`config.mk`:
```
export PLATFORM = sky130hd
export DESIGN_NAME = rom_scan_ctrl
export DESIGN_NICKNAME = d
export VERILOG_FILES = /design/src/rtl/rom_scan_ctrl_pkg.sv /design/src/rtl/rom_scan_fifo.sv /design/src/rtl/rom_scan_ctrl.sv
export SDC_FILE = /design/constraint.sdc
export NUM_CORES = 1
export LEC_CHECK = 0
export ABC_CLOCK_PERIOD_IN_PS = 3370
export CAP_MARGIN = 20
export CORE_MARGIN = 5
export CORE_UTILIZATION = 55
export DETAILED_ROUTE_END_ITERATION = 10
export PLACE_DENSITY_LB_ADDON = 0.12
export SETUP_SLACK_MARGIN = 0.4
export SYNTH_ARGS = -nofsm -noshare
export SYNTH_HDL_FRONTEND = slang
export SYNTH_HIERARCHICAL = 1
export SYNTH_SLANG_ARGS = --single-unit
```
`constraint.sdc`:
```
create_clock -name clk -period 3.37 [get_ports clk]
set_input_delay 0.674 -clock clk [delete_from_list [all_inputs] [get_ports clk]]
set_output_delay 0.674 -clock clk [all_outputs]
set_load 0.1 [all_outputs]
```
`src/rtl/rom_scan_ctrl_pkg.sv`:
```
// Shared constants for the ROM scan controller: default widths, FSM state codes
// and sizing helpers.
package rom_scan_ctrl_pkg;

  localparam int ADDR_W_DEF     = 4;
  localparam int DATA_W_DEF     = 16;
  localparam int RD_LAT_DEF     = 1;
  localparam int FIFO_DEPTH_DEF = 3;

  localparam logic [1:0] ST_IDLE  = 2'd0;
  localparam logic [1:0] ST_RUN   = 2'd1;
  localparam logic [1:0] ST_DRAIN = 2'd2;

  // Width needed to hold an occupancy value 0..depth inclusive.
  function automatic int cnt_width(input int depth);
    return (depth < 1) ? 1 : $clog2(depth + 1);
  endfunction

  function automatic int ptr_width(input int depth);
    return (depth > 1) ? $clog2(depth) : 1;
  endfunction

endpackage

```
`src/rtl/rom_scan_fifo.sv`:
```
// First-word-fall-through synchronous FIFO: dout always shows the oldest entry,
// count/empty/full reflect registered occupancy.
module rom_scan_fifo
  import rom_scan_ctrl_pkg::*;
#(
  parameter int DEPTH = FIFO_DEPTH_DEF,
  parameter int WIDTH = DATA_W_DEF,
  localparam int CNT_W = cnt_width(DEPTH),
  localparam int PTR_W = ptr_width(DEPTH)
) (
  input  logic             clk,
  input  logic             rst_n,
  input  logic             push,
  input  logic [WIDTH-1:0] din,
  input  logic             pop,
  output logic [WIDTH-1:0] dout,
  output logic [CNT_W-1:0] count,
  output logic             empty,
  output logic             full
);

  logic [WIDTH-1:0] mem_q [DEPTH];
  logic [WIDTH-1:0] mem_d [DEPTH];
  logic [PTR_W-1:0] wr_ptr_q, wr_ptr_d;
  logic [PTR_W-1:0] rd_ptr_q, rd_ptr_d;
  logic [CNT_W-1:0] count_q, count_d;
  logic             do_push_s;
  logic             do_pop_s;

  function automatic logic [PTR_W-1:0] ptr_inc(input logic [PTR_W-1:0] p);
    return (p == PTR_W'(DEPTH - 1)) ? {PTR_W{1'b0}} : p + PTR_W'(1);
  endfunction

  assign empty = (count_q == {CNT_W{1'b0}});
  assign full  = (count_q == CNT_W'(DEPTH));
  assign count = count_q;
  assign dout  = mem_q[rd_ptr_q];

  // Next-state for storage, pointers and occupancy; a push into a full FIFO is
  // only accepted when the head leaves in the same cycle.
  always_comb begin
    do_pop_s  = pop & ~empty;
    do_push_s = push & (~full | do_pop_s);
    mem_d     = mem_q;
    wr_ptr_d  = wr_ptr_q;
    rd_ptr_d  = rd_ptr_q;
    if (do_push_s) begin
      mem_d[wr_ptr_q] = din;
      wr_ptr_d        = ptr_inc(wr_ptr_q);
    end else begin
      wr_ptr_d = wr_ptr_q;
    end
    if (do_pop_s) begin
      rd_ptr_d = ptr_inc(rd_ptr_q);
    end else begin
      rd_ptr_d = rd_ptr_q;
    end
    count_d = count_q + CNT_W'(do_push_s) - CNT_W'(do_pop_s);
  end

  // Storage and pointer registers; reset clears contents so dout reads zero.
  always_ff @(posedge clk or negedge rst_n) begin
    if (!rst_n) begin
      for (int i = 0; i < DEPTH; i++) begin
        mem_q[i] <= {WIDTH{1'b0}};
      end
      wr_ptr_q <= {PTR_W{1'b0}};
      rd_ptr_q <= {PTR_W{1'b0}};
      count_q  <= {CNT_W{1'b0}};
    end else begin
      mem_q    <= mem_d;
      wr_ptr_q <= wr_ptr_d;
      rd_ptr_q <= rd_ptr_d;
      count_q  <= count_d;
    end
  end

endmodule

```
`src/rtl/rom_scan_ctrl.sv`:
```
// Sequencer for a synchronous ROM: steps an inclusive address range (optionally
// looping), absorbs read latency and streams words out on valid/ready.
module rom_scan_ctrl
  import rom_scan_ctrl_pkg::*;
#(
  parameter int ADDR_W     = ADDR_W_DEF,
  parameter int DATA_W     = DATA_W_DEF,
  parameter int RD_LAT     = RD_LAT_DEF,
  parameter int FIFO_DEPTH = FIFO_DEPTH_DEF
) (
  input  logic              clk,
  input  logic              rst_n,
  input  logic              start,
  input  logic              stop,
  input  logic              loop,
  input  logic [ADDR_W-1:0] first_addr,
  input  logic [ADDR_W-1:0] last_addr,
  output logic              rom_en,
  output logic [ADDR_W-1:0] rom_addr,
  input  logic [DATA_W-1:0] rom_data,
  output logic [DATA_W-1:0] out_data,
  output logic              out_valid,
  input  logic              out_ready,
  output logic              busy,
  output logic              done
);

  localparam int CNT_W = cnt_width(FIFO_DEPTH);
  localparam int SUM_W = CNT_W + $clog2(RD_LAT + 2) + 1;

  logic [1:0]        state_q, state_d;
  logic              rom_en_q, rom_en_d;
  logic [ADDR_W-1:0] rom_addr_q, rom_addr_d;
  logic [ADDR_W-1:0] next_addr_q, next_addr_d;
  logic [ADDR_W-1:0] rem_q, rem_d;
  logic [ADDR_W-1:0] first_q, first_d;
  logic [ADDR_W-1:0] span_q, span_d;
  logic              loop_q, loop_d;
  logic [RD_LAT-1:0] vld_q, vld_d;
  logic              busy_q, busy_d;
  logic              done_q, done_d;

  logic [CNT_W-1:0]  fifo_count_s;
  logic              fifo_empty_s;
  logic              fifo_full_s;
  logic              pop_s;
  logic              push_s;
  logic [SUM_W-1:0]  infl_s;
  logic [SUM_W-1:0]  occ_s;
  logic              credit_s;
  logic              drained_s;

  assign out_valid = ~fifo_empty_s;
  assign pop_s     = out_valid & out_ready;
  assign push_s    = vld_q[RD_LAT-1];

  rom_scan_fifo #(
    .DEPTH (FIFO_DEPTH),
    .WIDTH (DATA_W)
  ) u_fifo (
    .clk   (clk),
    .rst_n (rst_n),
    .push  (push_s),
    .din   (rom_data),
    .pop   (pop_s),
    .dout  (out_data),
    .count (fifo_count_s),
    .empty (fifo_empty_s),
    .full  (fifo_full_s)
  );

  // Credit: every read already on its way (including the one issuing now) owns
  // a buffer slot, so a new issue can never overflow the FIFO.
  always_comb begin
    infl_s = SUM_W'(rom_en_q);
    for (int i = 0; i < RD_LAT; i++) begin
      infl_s = infl_s + SUM_W'(vld_q[i]);
    end
    occ_s     = SUM_W'(fifo_count_s) + infl_s - SUM_W'(pop_s);
    credit_s  = (occ_s < SUM_W'(FIFO_DEPTH)) & ~(fifo_full_s & ~pop_s);
    drained_s = fifo_empty_s & (infl_s == {SUM_W{1'b0}});
  end

  // FSM, address stepping and remaining-word bookkeeping. rem_q counts issues
  // still owed after the one currently on rom_addr; at zero a loop scan rewinds.
  always_comb begin
    state_d     = state_q;
    rom_en_d    = 1'b0;
    rom_addr_d  = rom_addr_q;
    next_addr_d = next_addr_q;
    rem_d       = rem_q;
    first_d     = first_q;
    span_d      = span_q;
    loop_d      = loop_q;
    case (state_q)
      ST_IDLE: begin
        if (start) begin
          state_d     = ST_RUN;
          rom_en_d    = 1'b1;
          rom_addr_d  = first_addr;
          next_addr_d = first_addr + ADDR_W'(1);
          rem_d       = last_addr - first_addr;
          span_d      = last_addr - first_addr;
          first_d     = first_addr;
          loop_d      = loop;
        end else begin
          state_d = ST_IDLE;
        end
      end
      ST_RUN: begin
        if (stop) begin
          state_d = ST_DRAIN;
        end else if ((rem_q == {ADDR_W{1'b0}}) && !loop_q) begin
          state_d = ST_DRAIN;
        end else if (credit_s) begin
          rom_en_d = 1'b1;
          if (rem_q == {ADDR_W{1'b0}}) begin
            rom_addr_d  = first_q;
            next_addr_d = first_q + ADDR_W'(1);
            rem_d       = span_q;
          end else begin
            rom_addr_d  = next_addr_q;
            next_addr_d = next_addr_q + ADDR_W'(1);
            rem_d       = rem_q - ADDR_W'(1);
          end
        end else begin
          state_d = ST_RUN;
        end
      end
      ST_DRAIN: begin
        if (drained_s) begin
          state_d = ST_IDLE;
        end else begin
          state_d = ST_DRAIN;
        end
      end
      default: begin
        state_d = ST_IDLE;
      end
    endcase
    busy_d = (state_d != ST_IDLE);
    done_d = (state_q == ST_DRAIN) & drained_s;
    vld_d  = RD_LAT'({vld_q, rom_en_q});
  end

  // Control registers; reset discards in-flight reads along with the buffer.
  always_ff @(posedge clk or negedge rst_n) begin
    if (!rst_n) begin
      state_q     <= ST_IDLE;
      rom_en_q    <= 1'b0;
      rom_addr_q  <= {ADDR_W{1'b0}};
      next_addr_q <= {ADDR_W{1'b0}};
      rem_q       <= {ADDR_W{1'b0}};
      first_q     <= {ADDR_W{1'b0}};
      span_q      <= {ADDR_W{1'b0}};
      loop_q      <= 1'b0;
      vld_q       <= {RD_LAT{1'b0}};
      busy_q      <= 1'b0;
      done_q      <= 1'b0;
    end else begin
      state_q     <= state_d;
      rom_en_q    <= rom_en_d;
      rom_addr_q  <= rom_addr_d;
      next_addr_q <= next_addr_d;
      rem_q       <= rem_d;
      first_q     <= first_d;
      span_q      <= span_d;
      loop_q      <= loop_d;
      vld_q       <= vld_d;
      busy_q      <= busy_d;
      done_q      <= done_d;
    end
  end

  assign rom_en   = rom_en_q;
  assign rom_addr = rom_addr_q;
  assign busy     = busy_q;
  assign done     = done_q;

endmodule
```
==> impl_results.md, run 1 <==
- I/O Buffers: 53
- CTS tree: done
- Netlist Area Pre-Place: 4110 sq um
- Post-synth top area share: 49.3%
- Worst slew pin tran: 0.493 ns
- Post-route DRC: 0
- Pin count of the biggest net entering global routing: about 80
- Via Count: approximately 2.7k
- Final Hold Viols: 0
- Count of state elements after synthesis: 81
- Sequential share of the synthesized area: 49.3%
- Critical path endpoint category: flop
- Top-count cell post-synth: dfrtp_1
- Critical path's top delay family: adder cells
- Slew margin rel.: 67.1%
- Initial DRC count: 97
- Data required, critical path: 3.61 ns
- Slowest-stage cell, CP: clkdlybuf4s50_1
- Worst-path clk slew: 0.08 ns
- Post-route ant nets: 0
- Setup Skew: 0.0101 ns
- CTS H-Tree Depth: 3
- Crit-path most repeated cell: ha_1
- Setup Crit Path Kind: in2reg
- Gp weighted congestion: about 0.80
- Vias in the first global route: 2,824
- Num CTS Buffers: 9
- Async SR Flop Fraction: between 90% and 100%
- Synthesis-to-finish area growth: 24.8%
- Final Util: a little over two thirds
- Buf/Inv on CP: 3
- Core area: 7250 sq um
- Yosys cell types: 46
- Mapped Cells: 341
- Hold-fix buffers, CTS: 0
- Max-cap violations: 0
- Startpoint types: input port
- CP Max Fanout: 9
- Post-synth EDFFs: 0
- Most frequent cells after synthesis: dfrtp_1 (81), nand2_1 (36), mux2_2 (35)
- Total negative slack: 0 ns
- Vias per cell: 5.34
- Status: finished, final reports clean
- Crit share post-route: 84.2%
- Antenna violations before repair: 0
- Largest area contributor in the netlist: dfrtp_1
- Crit path time final: 2.84 ns
- Dpl hpwl: around 5.4 mm
- Final Max Tran Viols: 0
- CP Cell Sequence: clkdlybuf4s50_1 > nor2b_2 > ha_1 > inv_1 > ha_1 > fa_2 > nor2_1 > o21ba_2 > o31a_1 > clkinv_4 > mux2_2
- Slowest cell delay on critical path: 0.39 ns
- Clock Root Buffer: clkbuf_8
- Synth top area cells: dfrtp_1 (49%), mux2_2 (9.6%), mux2_4 (8.0%)
- Grt total ovfl: 0
- Max Fclk: 352 MHz
- Final setup violation count: 0
- Die ar.: 9300 sq um
- Share of post-route cells with drive strength above 1: 30.3%
- RSZ-0062 raised after global routing: true
- Fin nets: 444
- Global-route wire length before repair: 13.4 mm
- Main synth FF type: dfrtp_1
- Worst Hold Class: in2async
- Overall routing resource usage: 18.9%
- Clk_lat worst skew: ~0.35 ns
- CTS max path bufs: 2
- Worst endpoint data arrival time: 3.07 ns
- Drt total wl: between 8 and 9 mm
- # diodes: 0
- Ys Warns: 6
- Syn_area_per_cell: 12.1 sq um
- Routed length per instance: 16.0 um
- # IOs: 54
- Die W: approximately 96 um
- Starting Density: 56.7%
- Die outline height: 96.4 um
- Site Rows: 31
- Syn nets: just under 400
- Sink Count: 81
- First-pass DRT Iterations: 4
## flip-flops by register name, indices dropped and copies added (netlist names)
name and flops:
u_fifo/mem_q 48, first_q 4, next_addr_q 4, rem_q 4, rom_addr 4, span_q 4, state_q 2, u_fifo/count 2
u_fifo/rd_ptr_q 2, u_fifo/wr_ptr_q 2, busy 1, done 1, loop_q 1, push_s 1, rom_en 1
## metal layers
metal / up-vias / global-route usage, % / part of all wire [%]
met1: 1310 / 23.9 / 42
met2: 61 / 31.9 / 51
met3: 7 / 4.65 / 5.1
met4: 0 / 6.07 / 1.1
met5: - / 0 / 0
li1: 1296 / - / -
## metrics by stage
step           area (sq um)  hold WS, ns  worst slack [ns]  cells
2_1_floorplan          4120        0.378             0.407    341
3_3_place_gp           4830        0.462             0.151    484
3_5_place_dp           4830        0.462             0.114    484
4_1_cts                5090        0.480             0.481    498
5_1_grt                5130        0.114             0.393    501
6_report               5130        0.137             0.533    501
## path summary, 6_finish.rpt
check                                  from  cells after the start  slack, ns                           to
min in group clk           rom_en$_DFF_PN0_                      0       0.48             push_s$_DFF_PN0_
max                               out_ready                     11       0.53      rom_addr[2]$_DFFE_PN0P_
max in group asynchronous             rst_n                      2       2.65             rom_en$_DFF_PN0_
max reg2reg                push_s$_DFF_PN0_                     12       0.61      rom_addr[2]$_DFFE_PN0P_
min                                   rst_n                      1       0.14  u_fifo/mem_q[2]$_DFFE_PN0P_
min reg2reg                rom_en$_DFF_PN0_                      0       0.48             push_s$_DFF_PN0_
## placed cells by master, fill, tap and decap left out, types with 3 or more instances in the layout
| master | count |
|---|---|
| dfrtp_1 | 80 |
| nand2_1 | 36 |
| mux2_2 | 35 |
| clkdlybuf4s50_1 | 28 |
| mux2_4 | 22 |
| inv_1 | 19 |
| mux2i_1 | 18 |
| o21ai_0 | 18 |
| buf_4 | 18 |
| buf_12 | 17 |
| o21ai_1 | 16 |
| ha_1 | 13 |
| nor2_1 | 11 |
| clkbuf_8 | 9 |
| a21oi_1 | 4 |
| xnor2_1 | 4 |
| bufinv_16 | 4 |
| nor3_1 | 3 |
| nand3_1 | 3 |
| o21a_1 | 3 |
| o211ai_1 | 3 |
## cell families after synthesis
logic type	Yosys count	share of synthesized area, %
flip-flops	81	49.3
multiplexers	75	22.0
AND/OR/NAND/NOR	71	8.40
AO/OA/AOI/OAI	56	8.65
buffers and inverters	38	5.63
adder cells (fa/ha/maj)	15	4.93
XOR/XNOR	5	1.07
## area by class of cell
class	instances	area, sq um
Fill cell	535	2120
Timing Repair Buffer	64	783
Inverter	21	83.8
Tap cell	99	124
Clock inverter	5	129
Multi-Input combinational cell	222	1860
Clock buffer	9	124
Sequential cell	81	2030
## what timing repair did
| action | 4_1_cts | 5_1_grt |
|---|---|---|
| setup endpoints to repair | 0 | 2 |
| hold endpoints to repair | 0 | 0 |
| buffers inserted | 0 | 2 |
| resized for setup | 0 | 2 |
Power of run 1 is not shown: default switching activity piles up to over one toggle a cycle in this logic, so the estimate is an artifact.
==> inputs of run 2 (changes only) <==
ABC_CLOCK_PERIOD_IN_PS = 2400   (was 3370)
CORE_UTILIZATION = 50   (was 55)
clock period = 2.4 ns   (was 3.37 ns; I/O delays follow)
==> run 2 against run 1 <==
Effect of this change:
- the flow now finishes with violations (negative setup slack)
- sequential share of layout area shrank 6.0 points
- final area grew 18%
- cell count grew 6.2%
- global-route usage shrank 0.57 points
- worst hold slack gained 0.0048 ns
- clock skew shrank 0.00061 ns
- die area grew 8.9%
- non-clock buffer count grew 24
==> impl_results.md, run 2 (synthesis gave the netlist of run 1 again) <==
- Critical path endpoint category: flop
- Cell Count, Final, Fillers Out: 532 (+6.2%)
- Routed length per instance: 17.5 um (+9.6%)
- Hold-fix buffers, CTS: 0 (unchanged)
- Antenna violations before repair: 0 (unchanged)
- Worst endpoint data arrival time: 2.91 ns (-0.16 ns)
- Setup Skew: 0.00954 ns (-0.000609 ns)
- Grt total ovfl: 0 (unchanged)
- Vias per cell: 5.29 (-0.90%)
- Max reg flops: 48 (unchanged)
- Post-route DRC: 0 (unchanged)
- Crit-path most repeated cell: ha_4
- Starting Density: 50.8% (-5.9 points)
- Status: finished, violations left
- Drt total wl: 9.32 mm (+16%)
- Die outline height: 101 um (+4.4%)
- # diodes: 0 (unchanged)
- I/O Buffers: 53 (unchanged)
- Critical path's top delay family: adder cells
- CTS tree: done
- Vias in the first global route: 2,985 (+5.7%)
- Synthesis-to-finish area growth: 47.4%
- Post-route ant nets: 0 (unchanged)
- CTS max path bufs: 2 (unchanged)
- Final Hold Viols: 0 (unchanged)
- Final worst slack: -0.278 ns (-0.811 ns)
- Num CTS Buffers: 9 (unchanged)
- First-pass DRT Iterations: 4 (unchanged)
- Die ar.: 10,100 sq um (+8.9%)
- Most frequent cells in the layout: dfrtp_1 (79), mux2_4 (39), clkdlybuf4s50_1 (26), buf_4 (26), buf_12 (23)
- Fin nets: 468 (+5.4%)
- Overall routing resource usage: 18.3% (-0.57 points)
- Share of post-route cells with drive strength above 1: 51.1% (+21 points)
- DP Area: 5130 sq um (+6.2%)
- Initial DRC count: 37 (-62%)
- Max Fclk: around 370 MHz
- Gp weighted congestion: 0.779 (-2.9%)
- Via Count: 2,814 (+5.2%)
- Die W: 101 um (+4.4%)
- Worst Hold Class: in2async
- Largest Register: u_fifo/mem_q
- CP Cell Sequence: inv_4 > ha_4 > inv_2 > ha_4 > inv_2 > ha_4 > fa_2 > nor2_2 > o21ba_4 > o31a_1 > clkinv_4 > mux2_4
- Total negative slack: -2.69 ns (-2.69 ns)
- Site Rows: 33 (+6.5%)
- Startpoint types: flop
- Placed insts: 507 (+4.8%)
- Max-cap violations: 0 (unchanged)
- Worst-path clk slew: 0.08 ns (about the same)
- Sink Count: 81 (unchanged)
- Core area: 8090 sq um (+12%)
- Worst slew pin tran: 0.509 ns (+0.0154 ns)
- Crit path time final: 2.68 ns
- RSZ-0062 raised after global routing: true
- Most common cell after layout, fill and taps aside: dfrtp_1
- Final setup violation count: 13 (+13)
- Worst flop-to-flop path startpoint: rom_en$_DFF_PN0_
- Slowest cell delay on critical path: 0.44 ns (+0.05 ns)
- Multi-input gate area: 2510 sq um (+35%)
- Post-Layout Inst Area: 6060 sq um (+18%)
- CTS H-Tree Depth: 3 (unchanged)
- # IOs: 54 (unchanged)
- Failing checks: negative setup slack
- Data required, critical path: 2.63 ns (-0.98 ns)
- FF/Latch Area: 2030 sq um (about the same)
- Setup Crit Path Kind: reg2reg
- Clk_lat worst skew: 0.34 ns (about the same)
- Final Max Tran Viols: 0 (unchanged)
- CP Max Fanout: 6 (-3)
- Hold Slack: 0.142 ns (+0.00484 ns)
- Global-route wire length before repair: 14.6 mm (+8.9%)
- Pin count of the biggest net entering global routing: 82 (unchanged)
- Crit share post-route: 112%
- Slowest-stage cell, CP: dfrtp_4
- Clock Root Buffer: clkbuf_8
- Reg-to-reg endpoint: rom_addr[2]$_DFFE_PN0P_
- Filler cells: 510 (-4.7%)
- Cells on worst reg2reg path: 12 (unchanged)
- Dpl hpwl: 5.77 mm (+6.3%)
- Reg-to-reg slack, setup: -0.28 ns (-0.89 ns)
- Buf/Inv on CP: 4 (+1)
- Slew margin rel.: 66.1% (-0.99 points)
-- run 2: routing by layer --
metal,track usage (%),vias to the layer above,routed length [um]
met2,31.7,41,4920
li1,-,1356,-
met5,0,-,0
met4,5.60,0,92
met1,22.9,1409,4010
met3,3.81,8,292
-- run 2: worst register-to-register path: stages (launching register included) --
cell and delay, ns:
dfrtp_4 0.44, inv_4 0.04, ha_4 0.25, inv_2 0.04, ha_4 0.25, inv_2 0.04
ha_4 0.15, fa_2 0.34, nor2_2 0.11, o21ba_4 0.15, o31a_1 0.34, clkinv_4 0.12
mux2_4 0.30
-- run 2: how the worst max path moves through the flow --
stage,start,endpoint,slack (ns),depth (start not counted)
floorplan,rom_en$_DFF_PN0_,rom_addr[1]$_DFFE_PN0P_,-0.54,14
global placement,out_ready,rom_addr[2]$_DFFE_PN0P_,-0.61,11
detailed placement,out_ready,rem_q[0]$_DFFE_PN0P_,-0.67,12
CTS,rom_en$_DFF_PN0_,rem_q[1]$_DFFE_PN0P_,-0.26,12
global route,rom_en$_DFF_PN0_,rom_addr[2]$_DFFE_PN0P_,-0.37,12
finish,rom_en$_DFF_PN0_,rom_addr[2]$_DFFE_PN0P_,-0.28,12
-- run 2: layout make-up --
cell class / count / area share, %
multi-input combinational: 222 / 41.4
sequential: 81 / 33.5
tap: 105 / 2.17
clock inverter: 5 / 1.34
timing repair buffer: 88 / 18.0
clock buffer: 10 / 2.11
inverter: 21 / 1.47
-- run 2: what timing repair did --
action	in CTS	in global routing
cloned	1	1
pin swaps	29	16
endpoints found under the setup margin	30	31
buffers inserted	5	3
gates resized for setup	73	73
-- run 2: stage by stage --
step	worst slack, ns	utilization (%)
2_1_floorplan	-0.536	-
3_3_place_gp	-0.615	63.4
3_5_place_dp	-0.669	63.4
4_1_cts	-0.262	70.7
5_1_grt	-0.369	74.9
6_report	-0.278	74.9
Power of run 2 is left out for the same reason.
==> inputs of run 3 (changes only) <==
CTS_CLUSTER_SIZE = 40   (was default)
==> results of run 3 <==
No change in the layout: final DEF, timing and power equal those of run 2.
Power of run 3 is left out for the same reason.
